## config.mk

```make
export PLATFORM = sky130hd
export DESIGN_NAME = alu_share_arbiter
export DESIGN_NICKNAME = d
export VERILOG_FILES = /design/src/rtl/alu_pkg.sv /design/src/rtl/alu_share_arbiter_rr_arb2.sv /design/src/rtl/alu_share_arbiter.sv
export SDC_FILE = /design/constraint.sdc
export NUM_CORES = 1
export LEC_CHECK = 0
export BUFFER_PORTS_ARGS = -buffer_cell sky130_fd_sc_hd__buf_4
export CORE_UTILIZATION = 36
export DETAILED_ROUTE_END_ITERATION = 16
export PLACE_DENSITY = 0.77
export SLEW_MARGIN = 30
export SYNTH_ARGS = -nofsm -noshare
export SYNTH_HDL_FRONTEND = slang
export SYNTH_HIERARCHICAL = 1
export SYNTH_SLANG_ARGS = --single-unit
```

## constraint.sdc

```tcl
create_clock -name clk -period 3.2 [get_ports clk]
set_clock_uncertainty 0.2 [all_clocks]
set_input_delay 0 -clock clk [delete_from_list [all_inputs] [get_ports clk]]
set_output_delay 0 -clock clk [all_outputs]
set_load 0.02 [all_outputs]
```

## src/rtl/alu_pkg.sv

```systemverilog
// Shared ALU opcode constants and arbiter FSM state encoding.
package alu_pkg;

    localparam logic [3:0] OP_SLL  = 4'b0000;
    localparam logic [3:0] OP_SRL  = 4'b0001;
    localparam logic [3:0] OP_SRA  = 4'b0010;
    localparam logic [3:0] OP_AND  = 4'b1000;
    localparam logic [3:0] OP_XOR  = 4'b1001;
    localparam logic [3:0] OP_ADD  = 4'b1010;
    localparam logic [3:0] OP_DIFF = 4'b1011;
    localparam logic [3:0] OP_PASS = 4'b1110;
    localparam logic [3:0] OP_COMP = 4'b1111;

    typedef enum logic [1:0] {
        IDLE = 2'd0,
        EXEC = 2'd1,
        RESP = 2'd2
    } arb_state_e;

endpackage

```

## src/rtl/alu_share_arbiter_rr_arb2.sv

```systemverilog
// Two-request round-robin grant; LastGnt resets to 1 so port 0 wins the first tie.
module rr_arb2 (
    input  logic clk,
    input  logic rst_n,
    input  logic en,
    input  logic req0,
    input  logic req1,
    output logic gnt_valid,
    output logic gnt_port
);

    logic last_gnt_q, last_gnt_d;

    always_comb begin
        gnt_valid  = en && (req0 || req1);
        gnt_port   = (req0 && req1) ? ~last_gnt_q : req1;
        last_gnt_d = gnt_valid ? gnt_port : last_gnt_q;
    end

    always_ff @(posedge clk or negedge rst_n) begin
        if (!rst_n) begin
            last_gnt_q <= 1'b1;
        end else begin
            last_gnt_q <= last_gnt_d;
        end
    end

endmodule

```

## src/rtl/alu_share_arbiter.sv

```systemverilog
// Shares one ALU between the execute stage (port 0) and the address/branch unit (port 1).
// Define ALU_ARB_FLAGS_EN to capture the ALU status flags alongside Result.
module alu_share_arbiter
    import alu_pkg::*;
#(
    parameter int WIDTH   = 32,
    parameter int ALU_LAT = 1
) (
    input  logic             clk,
    input  logic             rst_n,
    input  logic             Req0,
    input  logic             Req1,
    input  logic [3:0]       Op0,
    input  logic [3:0]       Op1,
    input  logic [WIDTH-1:0] A0,
    input  logic [WIDTH-1:0] A1,
    input  logic [WIDTH-1:0] B0,
    input  logic [WIDTH-1:0] B1,
    input  logic [4:0]       Shamt0,
    input  logic [4:0]       Shamt1,
    output logic             Ack0,
    output logic             Ack1,
    output logic [WIDTH-1:0] Result,
    output logic             CarryOut,
    output logic             FlagZero,
    output logic             FlagSign,
    output logic             FlagEqual,
    output logic             Busy,
    output logic [WIDTH-1:0] AluA,
    output logic [WIDTH-1:0] AluB,
    output logic [4:0]       AluShamt,
    output logic [3:0]       AluOps,
    input  logic [WIDTH-1:0] AluOut,
    input  logic             AluCarry,
    input  logic             AluZero,
    input  logic             AluSign,
    input  logic             AluEqual
);

    localparam logic [1:0] CNT_INIT = 2'(ALU_LAT - 1);

    arb_state_e       state_q, state_d;
    logic [1:0]       cnt_q, cnt_d;
    logic             port_q, port_d;
    logic             ack0_q, ack0_d, ack1_q, ack1_d, busy_q, busy_d;
    logic [WIDTH-1:0] result_q, result_d;
    logic [WIDTH-1:0] alu_a_q, alu_a_d, alu_b_q, alu_b_d;
    logic [4:0]       alu_shamt_q, alu_shamt_d;
    logic [3:0]       alu_ops_q, alu_ops_d;
    logic             gnt_valid, gnt_port, capture;

    rr_arb2 u_rr_arb2 (
        .clk       (clk),
        .rst_n     (rst_n),
        .en        (state_q == IDLE),
        .req0      (Req0),
        .req1      (Req1),
        .gnt_valid (gnt_valid),
        .gnt_port  (gnt_port)
    );

    assign capture = (state_q == EXEC) && (cnt_q == 2'd0);

    always_comb begin
        state_d     = state_q;
        cnt_d       = cnt_q;
        port_d      = port_q;
        result_d    = result_q;
        alu_a_d     = alu_a_q;
        alu_b_d     = alu_b_q;
        alu_shamt_d = alu_shamt_q;
        alu_ops_d   = alu_ops_q;
        case (state_q)
            IDLE: begin
                if (gnt_valid) begin
                    port_d      = gnt_port;
                    alu_a_d     = gnt_port ? A1 : A0;
                    alu_b_d     = gnt_port ? B1 : B0;
                    alu_shamt_d = gnt_port ? Shamt1 : Shamt0;
                    alu_ops_d   = gnt_port ? Op1 : Op0;
                    cnt_d       = CNT_INIT;
                    state_d     = EXEC;
                end
            end
            EXEC: begin
                if (capture) begin
                    result_d = AluOut;
                    state_d  = RESP;
                end else begin
                    cnt_d = cnt_q - 2'd1;
                end
            end
            RESP:    state_d = IDLE;
            default: state_d = IDLE;
        endcase
        // Strobes are registered so they line up with the state they describe.
        busy_d = (state_d != IDLE);
        ack0_d = (state_d == RESP) && !port_d;
        ack1_d = (state_d == RESP) && port_d;
    end

    always_ff @(posedge clk or negedge rst_n) begin
        if (!rst_n) begin
            state_q     <= IDLE;
            cnt_q       <= 2'd0;
            port_q      <= 1'b0;
            ack0_q      <= 1'b0;
            ack1_q      <= 1'b0;
            busy_q      <= 1'b0;
            result_q    <= '0;
            alu_a_q     <= '0;
            alu_b_q     <= '0;
            alu_shamt_q <= '0;
            alu_ops_q   <= OP_PASS;
        end else begin
            state_q     <= state_d;
            cnt_q       <= cnt_d;
            port_q      <= port_d;
            ack0_q      <= ack0_d;
            ack1_q      <= ack1_d;
            busy_q      <= busy_d;
            result_q    <= result_d;
            alu_a_q     <= alu_a_d;
            alu_b_q     <= alu_b_d;
            alu_shamt_q <= alu_shamt_d;
            alu_ops_q   <= alu_ops_d;
        end
    end

`ifdef ALU_ARB_FLAGS_EN
    logic [3:0] flags_q, flags_d;

    always_comb begin
        flags_d = flags_q;
        if (capture) begin
            flags_d = {AluCarry, AluZero, AluSign, AluEqual};
        end
    end

    always_ff @(posedge clk or negedge rst_n) begin
        if (!rst_n) begin
            flags_q <= 4'b0;
        end else begin
            flags_q <= flags_d;
        end
    end

    assign {CarryOut, FlagZero, FlagSign, FlagEqual} = flags_q;
`else
    logic unused_flags;
    assign unused_flags = ^{AluCarry, AluZero, AluSign, AluEqual};
    assign {CarryOut, FlagZero, FlagSign, FlagEqual} = 4'b0;
`endif

    assign Ack0     = ack0_q;
    assign Ack1     = ack1_q;
    assign Busy     = busy_q;
    assign Result   = result_q;
    assign AluA     = alu_a_q;
    assign AluB     = alu_b_q;
    assign AluShamt = alu_shamt_q;
    assign AluOps   = alu_ops_q;

endmodule

```

==> insert_results.sql, run 1 <==
INSERT INTO impl_metrics (metric_group, metric, value, unit) VALUES
('placement', 'detailed_place_hpwl', '9.824', 'mm'),
('clocking', 'max-clock-path-buffers', '2', ''),
('yosys', 'post_synth_num_cell_types', '24', ''),
('clocking', 'h-tree-depth', '4', ''),
('placement', 'port_buffers', '289', ''),
('clocking', 'cts.root.buffer_cell', 'sky130_fd_sc_hd__clkbuf_16', ''),
('yosys', 'synth_edf_count', '0', ''),
('yosys', 'synth_top_family_by_area', 'multiplexers', ''),
('yosys', 'syn_area', '5543', 'µm²'),
('placement', 'detailed_place.area', '7746', 'µm²'),
('status', 'flow.first_error', '[ERROR RSZ-0060] Max buffer count reached.', ''),
('placement', 'weighted_congestion_at_the_end_of_routability_driven_global_placement', '0.7071', ''),
('yosys', 'post_synth_fa_ha_maj_area_fraction', '0.2257', '%'),
('status', 'run_status', 'stopped before the end', ''),
('yosys', 'most_used_standard_cell_by_instance_count_after_synthesis', 'sky130_fd_sc_hd__dfrtp_1', ''),
('yosys', 'post_synthesis_async_set_or_reset_flop_share', '100.0', '%'),
('clocking', 'cts_inserted_buffers', '17', ''),
('yosys', 'simple_gate_fraction_of_synth_area', '1.445', '%'),
('clocking', 'cts.sink_count', '114', ''),
('clocking', 'cts_hold_buf', '167', ''),
('yosys', 'ys_warn_count', '6', ''),
('status', 'haltStage', '4_1_cts', ''),
('yosys', 'synth_area_per_cell', '16.25', 'µm²'),
('yosys', 'synth_top_area_cell', 'sky130_fd_sc_hd__dfrtp_1', ''),
('yosys', 'synth.top_cell.area_share', '49.66', '%'),
('yosys', 'synth_compound_gate_area_share', '1.016', '%'),
('floorplan', 'die_w', '126.1', 'µm'),
('floorplan', 'die_height', '126.1', 'µm'),
('clocking', 'cts_resized', '0', ''),
('floorplan', 'start_util', '37.57', '%'),
('yosys', 'ys.flop_type', 'sky130_fd_sc_hd__dfrtp_1', ''),
('yosys', 'post_synth_mux_area_share', '40.36', '%'),
('yosys', 'synth-seq-area-share', '51.56', '%'),
('yosys', 'postSynthRegisterBits', '114', ''),
('yosys', 'synth_xor_area_share', '0', '%'),
('yosys', 'synth.top_cells.by_area', 'sky130_fd_sc_hd__dfrtp_1 50%, sky130_fd_sc_hd__mux2_4 16%, sky130_fd_sc_hd__mux2_1 14%, sky130_fd_sc_hd__mux2_2 10%, sky130_fd_sc_hd__buf_12 2.2%', ''),
('clocking', 'post-cts-setup-buffer-count', '0', ''),
('floorplan', 'floorplan.io_pins', '298', ''),
('yosys', 'syn_inst', '341', ''),
('yosys', 'yosys-top-cells-count', '110 x sky130_fd_sc_hd__dfrtp_1, 69 x sky130_fd_sc_hd__mux2_1, 59 x sky130_fd_sc_hd__mux2_4', ''),
('floorplan', 'std_cell_rows', '44', '');
-- kinds of logic after synthesis --
logic type                 Yosys count
AOI/OAI and AO/OA                    8
adders and majority gates            1
buffers and inverters               29
DFF                                114
muxes                              179
other                                1
and+or+nand+nor                      9
-- stage by stage --
stage	util, %	instances	worst slack (ns)
2_1_floorplan	-	344	1.227
3_3_place_gp	52.50	799	0.9313
3_5_place_dp	52.50	799	0.8740
==> run 2, diff against run 1 <==
--- a/config.mk
+++ b/config.mk
@@ -6,9 +6,9 @@
 export NUM_CORES = 1
 export LEC_CHECK = 0
 export BUFFER_PORTS_ARGS = -buffer_cell sky130_fd_sc_hd__buf_4
-export CORE_UTILIZATION = 36
+export CORE_UTILIZATION = 21
 export DETAILED_ROUTE_END_ITERATION = 16
-export PLACE_DENSITY = 0.77
+export PLACE_DENSITY_LB_ADDON = 0.15
 export SLEW_MARGIN = 30
 export SYNTH_ARGS = -nofsm -noshare
 export SYNTH_HDL_FRONTEND = slang
==> run 2 against run 1 <==
Against the previous run:
- the flow now finishes without violations
- synthesized cell count stayed put
- synthesized area unchanged
==> insert_results.sql, run 2 <==
INSERT INTO impl_metrics (metric_group, metric, value, unit) VALUES
('yosys', 'post_synthesis_async_set_or_reset_flop_share', '100.0', '%'),
('final_layout', 'num_antenna_cells', '0', ''),
('floorplan', 'dieArea', '27050', 'µm²'),
('clocking', 'clock_insertion_delay_worst_skew', '0.40', 'ns'),
('sta', 'period_needed', '2.462', 'ns'),
('routing', 'via_per_inst', '3.909', ''),
('floorplan', 'die_height', '164.5', 'µm'),
('yosys', 'most_used_standard_cell_by_instance_count_after_synthesis', 'sky130_fd_sc_hd__dfrtp_1', ''),
('global_routing', 'groute.usage.overall', '11.57', '%'),
('final_layout', 'fill_cells', '2438', ''),
('routing', 'drtIter0Drc', '114', ''),
('final_layout', 'nets', '1003', ''),
('global_routing', 'grt_pass1_vias', '4772', ''),
('yosys', 'synth.top_cells.by_area', 'sky130_fd_sc_hd__dfrtp_1 50%, sky130_fd_sc_hd__mux2_4 16%, sky130_fd_sc_hd__mux2_1 14%, sky130_fd_sc_hd__mux2_2 10%, sky130_fd_sc_hd__buf_12 2.2%', ''),
('clocking', 'cts_inserted_buffers', '17', ''),
('floorplan', 'placeableCoreArea', '25980', 'µm²'),
('yosys', 'syn_inst', '341', ''),
('yosys', 'post_synth_num_cell_types', '24', ''),
('power', 'design_power_total', '9.251', 'mW'),
('setup_path', 'critical_path_arrival', '2.54', 'ns'),
('sta', 'fin_tns_setup', '0', 'ns'),
('power', 'total_leakage_power', '4.838', 'nW'),
('yosys', 'ys_warn_count', '6', ''),
('yosys', 'yosys-top-cells-count', '110 x sky130_fd_sc_hd__dfrtp_1, 69 x sky130_fd_sc_hd__mux2_1, 59 x sky130_fd_sc_hd__mux2_4', ''),
('placement', 'weighted_congestion_at_the_end_of_routability_driven_global_placement', '0.6987', ''),
('setup_path', 'cp-start-kind', 'flip-flop', ''),
('final_layout', 'final_common_cell', 'sky130_fd_sc_hd__buf_4', ''),
('floorplan', 'std_cell_rows', '59', ''),
('yosys', 'synth-seq-area-share', '51.56', '%'),
('routing', 'wl_per_cell', '13.77', 'µm'),
('clocking', 'max-clock-path-buffers', '2', ''),
('power', 'ir_worst_vdd', '0.3680', 'mV'),
('final_layout', 'postLayoutCoreUtil', '39.94', '%'),
('yosys', 'synth_top_area_cell', 'sky130_fd_sc_hd__dfrtp_1', ''),
('sta', 'slew_headroom', '47.85', '%'),
('routing', 'route.vias.total', '4550', ''),
('clocking', 'cts_resized', '0', ''),
('routing', 'drt-pass1-iter-count', '4', ''),
('final_layout', 'area_of_the_multi_input_gates', '2412', 'µm²'),
('placement', 'detailed_place_hpwl', '10.54', 'mm'),
('setup_path', 'setup.worst_path.class', 'flip-flop to flip-flop', ''),
('yosys', 'syn_area', '5543', 'µm²'),
('setup_path', 'crit_fanout', '60', ''),
('floorplan', 'start_util', '21.33', '%'),
('sta', 'hold_viol_final', '0', ''),
('clocking', 'cts.root.buffer_cell', 'sky130_fd_sc_hd__clkbuf_16', ''),
('floorplan', 'die_w', '164.5', 'µm'),
('routing', 'wirelength', '16.03', 'mm'),
('final_layout', 'drive_gt1_share', '53.20', '%'),
('yosys', 'synth_area_per_cell', '16.25', 'µm²'),
('sta', 'slew_violations', '0', ''),
('placement', 'port_buffers', '289', ''),
('sta', 'final.hold.worst_slack', '0.01034', 'ns'),
('final_layout', 'commonest_cells_after_routing_fill_and_taps_aside', '292 x sky130_fd_sc_hd__buf_4, 182 x sky130_fd_sc_hd__dlygate4sd3_1, 110 x sky130_fd_sc_hd__dfrtp_1', ''),
('job', 'cap_violations', '0', ''),
('setup_path', 'critPathCaptureType', 'flip-flop', ''),
('routing', 'drc_errors', '0', ''),
('status', 'run_status', 'completed', ''),
('global_routing', 'overflow', '0', ''),
('final_layout', 'sequential_cell_area', '2858', 'µm²'),
('global_routing', 'number_of_antenna_violations_at_the_first_check_in_global_routing', '0', ''),
('global_routing', 'grt_max_degree', '61', ''),
('sta', 'finalSetupViolations', '0', ''),
('sta', 'worst_pin_slew', '0.7822', 'ns'),
('yosys', 'synth.top_cell.area_share', '49.66', '%'),
('sta', 'final.period_utilization', '76.94', '%'),
('yosys', 'synth_edf_count', '0', ''),
('clocking', 'cts.sink_count', '114', ''),
('yosys', 'postSynthRegisterBits', '114', ''),
('routing', 'antenna_violating_nets_post_route', '0', ''),
('setup_path', 'worst-endpoint-required', '3.28', 'ns'),
('clocking', 'h-tree-depth', '4', ''),
('power', 'power_per_cell_area', '891.3', 'nW/µm²'),
('clocking', 'clk_pin_slew_worst_paths', '0.06', 'ns'),
('yosys', 'ys.flop_type', 'sky130_fd_sc_hd__dfrtp_1', ''),
('final_layout', 'area.growth.synth_to_final', '87.25', '%'),
('sta', 'timing.fmax', '406.2', 'MHz'),
('sta', 'rsz0062_at_grt', 'no', ''),
('floorplan', 'floorplan.io_pins', '298', ''),
('clocking', 'cts_tree', 'done', ''),
('worst_hold_path', 'class_of_the_tightest_hold_or_removal_check', 'input port to asynchronous set/reset pin', ''),
('global_routing', 'grt_pass1_wl', '24.07', 'mm');
run 2: cell counts after synthesis:
No cell type changed its count.
run 2: kinds of logic after synthesis:
logic type                 Yosys count  synth area share, %
and+or+nand+nor                      9                1.445
other                                1              0.06766
DFF                                114                51.56
adders and majority gates            1               0.2257
muxes                              179                40.36
AOI/OAI and AO/OA                    8                1.016
buffers and inverters               29                5.327
run 2: power by group:
group | switching [mW] | internal [mW]
registers | 0.417 | 2.21
clock network | 0.668 | 1.26
logic | 2.09 | 2.61
run 2: layer usage:
| metal | vias up | part of all wire (%) | global-route usage (%) |
|---|---|---|---|
| met2 | 178 | 51 | 20.73 |
| met3 | 7 | 8.8 | 4.395 |
| met4 | 0 | 0.70 | 3.086 |
| met5 | - | 0 | 0 |
| met1 | 2206 | 40 | 12.71 |
| li1 | 2159 | - | - |
run 2: path summary, 6_finish.rpt:
path | startpoint | to | slack, ns | cells after the start
worst min register to register | port_q | Ack0 | 0.26 | 1
worst min-delay path | rst_n | AluA[14] | 0.01 | 2
min in group clk | AluOut[29] | Result[29] | 0.15 | 3
worst max register to register | u_rr_arb2/last_gnt_q | AluA[4] | 0.74 | 5
worst max-delay path | u_rr_arb2/last_gnt_q | AluA[4] | 0.74 | 5
max in group asynchronous | rst_n | AluA[16] | 1.94 | 3
run 2: cell type report:
type / instances / area share (%)
Inverter: 5 / 0.1808
Tap cell: 335 / 4.039
Clock inverter: 10 / 1.278
Sequential cell: 114 / 27.53
Timing Repair Buffer: 477 / 39.25
Multi-Input combinational cell: 201 / 23.24
Clock buffer: 22 / 4.473
run 2: per-stage QoR:
stage               area, µm²  cells  setup slack (ns)
finish                  10380   1164            0.7379
global route            10380   1164            0.6662
CTS                     10380   1164            0.7402
detailed placement       7960    950            0.8637
global placement         7960    950            0.9019
floorplan                5554    344             1.227
run 2: worst max-delay path: stages, from the launching register on:
cell and delay [ns]:
sky130_fd_sc_hd__dfstp_2 0.39, sky130_fd_sc_hd__a21boi_4 0.18, sky130_fd_sc_hd__buf_12 0.29, sky130_fd_sc_hd__mux2_1 0.37, sky130_fd_sc_hd__dlygate4sd3_1 0.58, sky130_fd_sc_hd__mux2_4 0.27
run 2: repair_timing:
| item | CTS | global route |
|---|---|---|
| hold buffers | 182 | 0 |
| endpoints found under the hold margin | 165 | 0 |
| setup buffers | 0 | 0 |
(Power assumes the default switching activity.)
